--- config.mk ---
export PLATFORM = sky130hd
export DESIGN_NAME = sdram_burst_cache
export DESIGN_NICKNAME = d
export VERILOG_FILES = /design/src/rtl/sdram_pkg.sv /design/src/rtl/sdram_cache_ram.sv /design/src/rtl/sdram_burst_cache.sv
export SDC_FILE = /design/constraint.sdc
export NUM_CORES = 1
export LEC_CHECK = 0
export CELL_PAD_IN_SITES_DETAIL_PLACEMENT = 1
export CELL_PAD_IN_SITES_GLOBAL_PLACEMENT = 1
export CORE_MARGIN = 2
export CORE_UTILIZATION = 50
export CTS_BUF_LIST = sky130_fd_sc_hd__clkbuf_16
export DETAILED_ROUTE_END_ITERATION = 10
export MAX_ROUTING_LAYER = met4
export PLACE_DENSITY = 0.73
export SETUP_SLACK_MARGIN = 0.05
export SLEW_MARGIN = 20
export SYNTH_ARGS = -nofsm -noshare
export SYNTH_HDL_FRONTEND = slang
export SYNTH_HIERARCHICAL = 1
export SYNTH_SLANG_ARGS = --single-unit
--- constraint.sdc ---
create_clock -name i_clk -period 5.37 [get_ports i_clk]
set_clock_uncertainty 0.1 [all_clocks]
set_input_delay 1.074 -clock i_clk [delete_from_list [all_inputs] [get_ports i_clk]]
set_output_delay 1.074 -clock i_clk [all_outputs]
set_load 0.02 [all_outputs]
--- src/rtl/sdram_pkg.sv ---
// Shared definitions for the SDRAM burst staging cache: default geometry and FSM state types.
package sdram_pkg;

  localparam int unsigned BURST_POW = 3;
  localparam int unsigned CACHE_POW = 3;
  localparam int unsigned BL        = 1 << BURST_POW;
  localparam int unsigned NSLOT     = 1 << CACHE_POW;
  localparam int unsigned DEPTH     = NSLOT * BL;
  localparam int unsigned WPTR_W    = CACHE_POW + BURST_POW + 1;
  localparam int unsigned RSLOT_W   = CACHE_POW + 1;

  typedef enum logic {RD_IDLE, RD_BURST} rd_state_e;
  typedef enum logic {FL_IDLE, FL_PAD}   fl_state_e;

endpackage

--- src/rtl/sdram_cache_ram.sv ---
// Simple dual-port word store with synchronous write and registered read; array is not reset.
module sdram_cache_ram
  import sdram_pkg::*;
#(
  parameter int unsigned DATA_WIDTH = 16,
  parameter int unsigned ADDR_WIDTH = 6
) (
  input  logic                  clk,
  input  logic                  we,
  input  logic [ADDR_WIDTH-1:0] waddr,
  input  logic [DATA_WIDTH-1:0] wdata,
  input  logic                  re,
  input  logic [ADDR_WIDTH-1:0] raddr,
  output logic [DATA_WIDTH-1:0] rdata
);

  logic [DATA_WIDTH-1:0] mem [0:(1 << ADDR_WIDTH)-1];
  logic [DATA_WIDTH-1:0] rdata_q;

  always_ff @(posedge clk) begin
    if (we) mem[waddr] <= wdata;
    if (re) rdata_q <= mem[raddr];
  end

  assign rdata = rdata_q;

endmodule

--- src/rtl/sdram_burst_cache.sv ---
// Burst-granular staging cache: word-serial writes into a ring of burst slots,
// complete slots drained as gap-free bursts, with partial-burst flush padding.
module sdram_burst_cache
  import sdram_pkg::*;
#(
  parameter int unsigned          DATA_WIDTH     = 16,
  parameter int unsigned          BURST_POW_SIZE = 3,
  parameter int unsigned          CACHE_POW_SIZE = 3,
  parameter logic [DATA_WIDTH-1:0] PAD_VALUE     = '0
) (
  input  logic                    i_clk,
  input  logic                    i_rst_n,
  input  logic                    i_wr,
  input  logic [DATA_WIDTH-1:0]   i_data,
  input  logic                    i_flush,
  output logic                    o_full,
  output logic                    o_busy,
  output logic                    o_ovf,
  output logic                    o_burst_rdy,
  output logic [CACHE_POW_SIZE:0] o_bursts,
  input  logic                    i_rd_start,
  output logic [DATA_WIDTH-1:0]   o_rd_data,
  output logic                    o_rd_valid,
  output logic                    o_rd_last
);

  localparam int unsigned ADDR_W = CACHE_POW_SIZE + BURST_POW_SIZE;
  localparam int unsigned PTR_W  = ADDR_W + 1;
  localparam int unsigned SLOT_W = CACHE_POW_SIZE + 1;

  logic [PTR_W-1:0]          wptr_q, wptr_d, occ_d;
  logic [SLOT_W-1:0]         rslot_q, rslot_d;
  logic [BURST_POW_SIZE-1:0] rcnt_q, rcnt_d, rcnt_nxt;
  rd_state_e                 rd_state_q, rd_state_d;
  fl_state_e                 fl_state_q, fl_state_d;
  logic                      full_q, full_d, ovf_q, ovf_d;
  logic                      busy, wr_ok, burst_rdy;
  logic [SLOT_W-1:0]         bursts;
  logic                      ram_we, ram_re;
  logic [ADDR_W-1:0]         ram_waddr, ram_raddr;
  logic [DATA_WIDTH-1:0]     ram_wdata, ram_rdata;

  assign busy      = (fl_state_q == FL_PAD);
  assign wr_ok     = i_wr && !full_q && !busy;
  assign bursts    = wptr_q[PTR_W-1:BURST_POW_SIZE] - rslot_q;
  assign burst_rdy = (bursts != '0) && (rd_state_q == RD_IDLE);
  assign rcnt_nxt  = rcnt_q + 1'b1;

  // Write side and flush FSM; the alignment test uses the post-write pointer so a
  // write arriving with i_flush lands first and padding completes from there.
  always_comb begin
    ram_we     = 1'b0;
    ram_wdata  = i_data;
    ram_waddr  = wptr_q[ADDR_W-1:0];
    wptr_d     = wptr_q;
    fl_state_d = fl_state_q;
    ovf_d      = ovf_q | (i_wr & ~wr_ok);
    if (busy) begin
      ram_we    = 1'b1;
      ram_wdata = PAD_VALUE;
      wptr_d    = wptr_q + 1'b1;
    end else if (wr_ok) begin
      ram_we = 1'b1;
      wptr_d = wptr_q + 1'b1;
    end
    case (fl_state_q)
      FL_IDLE: if (i_flush && (wptr_d[BURST_POW_SIZE-1:0] != '0)) fl_state_d = FL_PAD;
      FL_PAD:  if (wptr_d[BURST_POW_SIZE-1:0] == '0) fl_state_d = FL_IDLE;
      default: fl_state_d = FL_IDLE;
    endcase
  end

  // Reader FSM: word k's address is issued one cycle ahead of its output so the
  // registered RAM read yields valid data on the cycle right after i_rd_start.
  always_comb begin
    rd_state_d = rd_state_q;
    rcnt_d     = rcnt_q;
    rslot_d    = rslot_q;
    ram_re     = 1'b0;
    ram_raddr  = {rslot_q[CACHE_POW_SIZE-1:0], rcnt_nxt};
    case (rd_state_q)
      RD_IDLE: begin
        if (i_rd_start && burst_rdy) begin
          rd_state_d = RD_BURST;
          rcnt_d     = '0;
          ram_re     = 1'b1;
          ram_raddr  = {rslot_q[CACHE_POW_SIZE-1:0], {BURST_POW_SIZE{1'b0}}};
        end
      end
      RD_BURST: begin
        ram_re = (rcnt_q != '1);
        rcnt_d = rcnt_nxt;
        if (rcnt_q == '1) begin
          rd_state_d = RD_IDLE;
          rslot_d    = rslot_q + 1'b1;
        end
      end
      default: rd_state_d = RD_IDLE;
    endcase
  end

  always_comb begin
    occ_d  = wptr_d - {rslot_d, {BURST_POW_SIZE{1'b0}}};
    full_d = (occ_d == {1'b1, {ADDR_W{1'b0}}});
  end

  always_ff @(posedge i_clk or negedge i_rst_n) begin
    if (!i_rst_n) begin
      wptr_q     <= '0;
      rslot_q    <= '0;
      rcnt_q     <= '0;
      rd_state_q <= RD_IDLE;
      fl_state_q <= FL_IDLE;
      full_q     <= 1'b0;
      ovf_q      <= 1'b0;
    end else begin
      wptr_q     <= wptr_d;
      rslot_q    <= rslot_d;
      rcnt_q     <= rcnt_d;
      rd_state_q <= rd_state_d;
      fl_state_q <= fl_state_d;
      full_q     <= full_d;
      ovf_q      <= ovf_d;
    end
  end

  sdram_cache_ram #(
    .DATA_WIDTH(DATA_WIDTH),
    .ADDR_WIDTH(ADDR_W)
  ) u_ram (
    .clk  (i_clk),
    .we   (ram_we),
    .waddr(ram_waddr),
    .wdata(ram_wdata),
    .re   (ram_re),
    .raddr(ram_raddr),
    .rdata(ram_rdata)
  );

  assign o_full      = full_q;
  assign o_busy      = busy;
  assign o_ovf       = ovf_q;
  assign o_burst_rdy = burst_rdy;
  assign o_bursts    = bursts;
  assign o_rd_valid  = (rd_state_q == RD_BURST);
  assign o_rd_last   = o_rd_valid && (rcnt_q == '1);
  assign o_rd_data   = o_rd_valid ? ram_rdata : '0;

endmodule

==> qor.csv <==
metric,value,unit
status,completed,
DR WL/cell,31.9,µm
Routed Antenna Nets,0,
Startpoint Class,flop,
Worst-Skew Late Latency,670,ps
Overflow after GRT,0,
Worst Setup End Kind,flop,
die height,292,µm
Gate power share,0.384,
filler cell count,6964,
final slew viol count,0,
critical path class,reg2reg,
VDD IR max,0.000580,V
Post-CTS Resized,0,
post-synthesis cell count,1972,
Tmin final,5070,ps
WP data required,5700,ps
Post-Syn Area per Cell,21.1,µm²
chip width,292,µm
Final setup viols,0,
Remaining DRCs,0,
Unique masters post-synth,63,
sequential area share after synthesis,0.762,
post-CTS setup buffers,0,
Pwr Total,29.0,mW
Worst Tran Pin Value,1110,ps
clk root buf,clkbuf_16,
hold buffer count at CTS,0,
"Top FF cell, synth",edfxtp_1,
crit-path max FO,34,
Synth warnings,6,
via density per instance,6.26,
maximum achievable frequency,197,MHz
Iteration-0 DRC Markers,2537,
dpl hpwl,64700,µm
CTS tree,yes,
die area,85400,µm²
first-pass GRT wire length,155000,µm
pwr/cell area,612,nW/µm²
Max-Cap Viols,0,
WHS,375,ps
RePlAce Congestion,0.843,
final instance area,47400,µm²
CTS buffer count,106,
NetSw,10.1,mW
total iterations of the first detailed-routing run,6,
vias,20767,
number of enable flip-flop cells after synthesis,1040,
worst path arrival time,5400,ps
IO buf count,46,
Pint,19.0,mW
"FF+latch count, synth",1058,
Final Hold Viols,0,
share of layout cells above drive strength 1,0.257,
"most common cell after layout, fill and taps aside",edfxtp_1,
"CTS clk-pin slew, worst paths",60,ps
Max clock buf depth,3,
total track usage,0.260,
I/O Pins,47,
Core ar.,82200,µm²
Leakage,15.5,nW
worst hold path type,reg2reg,
H-tree depth,3,
Setup TNS,0,ps
Final nets,2188,
relative slew slack,0.255,
period utilization,0.944,
Post-synth ARST share,0.0170,
switching share of total power,0.346,
largest net degree at the start of global routing,71,
initial antenna violation count,3,
Mapped Area,41600,µm²
clock sinks,1058,
share of power burned in registers,0.366,
Initial Util,0.505,
Placed Area,44000,µm²
unrepaired setup endpoints after global routing,no,
final WL,106000,µm
most frequent cells in the layout,"edfxtp_1, mux4_2, buf_4",
row cnt,105,
vias in the first global route,21894,
syn_nets,2005,
Clock power frac,0.251,
Layout area overhead,14.1,%
==> final timing paths <==
path	startpoint	slack, ps	cells past startpoint	end
max in group asynchronous	i_rst_n	3760	1	rslot_q[1]
setup reg to reg	wptr_q[3]	300	14	u_ram/rdata[2]
hold / removal	o_ovf	380	1	o_ovf
min in group asynchronous	i_rst_n	800	1	o_rd_valid
hold reg to reg	o_ovf	380	1	o_ovf
setup / recovery	wptr_q[3]	300	14	u_ram/rdata[2]
==> Yosys cell counts (8+ instances only) <==
library cell / number / area share
buf_4: 14 / 0.0025
a211o_1: 8 / 0.0017
nor2b_1: 50 / 0.0075
nand2_1: 66 / 0.0060
mux4_2: 220 / 0.12
a221oi_1: 16 / 0.0034
and2_1: 18 / 0.0027
buf_6: 17 / 0.0046
nand3_1: 27 / 0.0033
dfrtp_1: 18 / 0.011
a311oi_1: 8 / 0.0017
nand2b_1: 8 / 0.0012
nor2_1: 75 / 0.0068
a21oi_1: 18 / 0.0022
a22oi_1: 39 / 0.0070
mux2_2: 28 / 0.0076
edfxtp_1: 1040 / 0.75
ha_1: 10 / 0.0030
buf_2: 36 / 0.0043
a211oi_1: 8 / 0.0014
inv_1: 13 / 0.0012
clkbuf_1: 28 / 0.0025
a31oi_1: 9 / 0.0014
nand4_1: 14 / 0.0021
mux2i_1: 86 / 0.021
==> sequential cells by signal (all words and copies together) (netlist names) <==
name         cells
u_ram/mem     1024
u_ram/rdata     16
wptr_q           7
rslot_q          4
rcnt_q           3
o_busy           1
o_full           1
o_ovf            1
o_rd_valid       1
==> worst max-delay path, cell delays in order, from the launching register on <==
cell and delay (ps):
dfrtp_1 520, inv_1 150, ha_1 250, fa_1 500, inv_1 60, nor3_1 400, a311oi_4 240, nor2_4 320
buf_12 220, buf_4 220, buf_12 290, mux4_2 540, a22oi_1 350, nand3_1 280, and4_1 350
==> kinds of logic after synthesis <==
kind of cell	after synthesis	synth area share
flip-flops	1058	0.762
adder cells (fa/ha/maj)	12	0.00397
multiplexers	338	0.150
buffers and inverters	122	0.0194
AND/OR/NAND/NOR	286	0.0350
AO/OA/AOI/OAI	143	0.0259
XOR/XNOR	13	0.00325
==> metrics by stage <==
step,worst slack [ps],std cells,utilization
detailed placement,342,3117,0.535
floorplan,1500,1972,-
global route,86.4,3315,0.577
global placement,477,3114,0.534
CTS,251,3314,0.577
finish,300,3317,0.577
==> per-layer routing <==
| layer | GRT usage | share of wire | vias to the layer above |
|---|---|---|---|
| met5 | - | 0 | - |
| met4 | 0.0833 | 0.034 | 0 |
| met1 | 0.348 | 0.40 | 11102 |
| met2 | 0.416 | 0.50 | 934 |
| li1 | - | - | 8524 |
| met3 | 0.0395 | 0.070 | 207 |
==> power by group through the flow <==
stage | Combinational [mW] | Sequential [mW] | Clock [mW]
3_3_place_gp | 10.8 | 10.7 | 0
2_1_floorplan | 7.36 | 10.6 | 0
5_1_grt | 11.7 | 10.7 | 7.66
6_report | 11.1 | 10.6 | 7.27
4_1_cts | 11.2 | 10.6 | 7.36
3_5_place_dp | 11.1 | 10.8 | 0
==> final cells by class <==
| class | count | area [µm²] | share of cell area |
|---|---|---|---|
| flip-flops and latches | 1058 | 31700 | 0.668 |
| multi-input cells | 792 | 9220 | 0.194 |
| clock buffers | 107 | 2680 | 0.0565 |
| repair buffers | 184 | 1680 | 0.0355 |
| well taps | 1070 | 1340 | 0.0282 |
| clock inverters | 90 | 762 | 0.0161 |
| inverters | 13 | 48.8 | 0.00103 |
| diodes | 3 | 7.51 | 0.000158 |
Power figures use the tool's default switching activity.
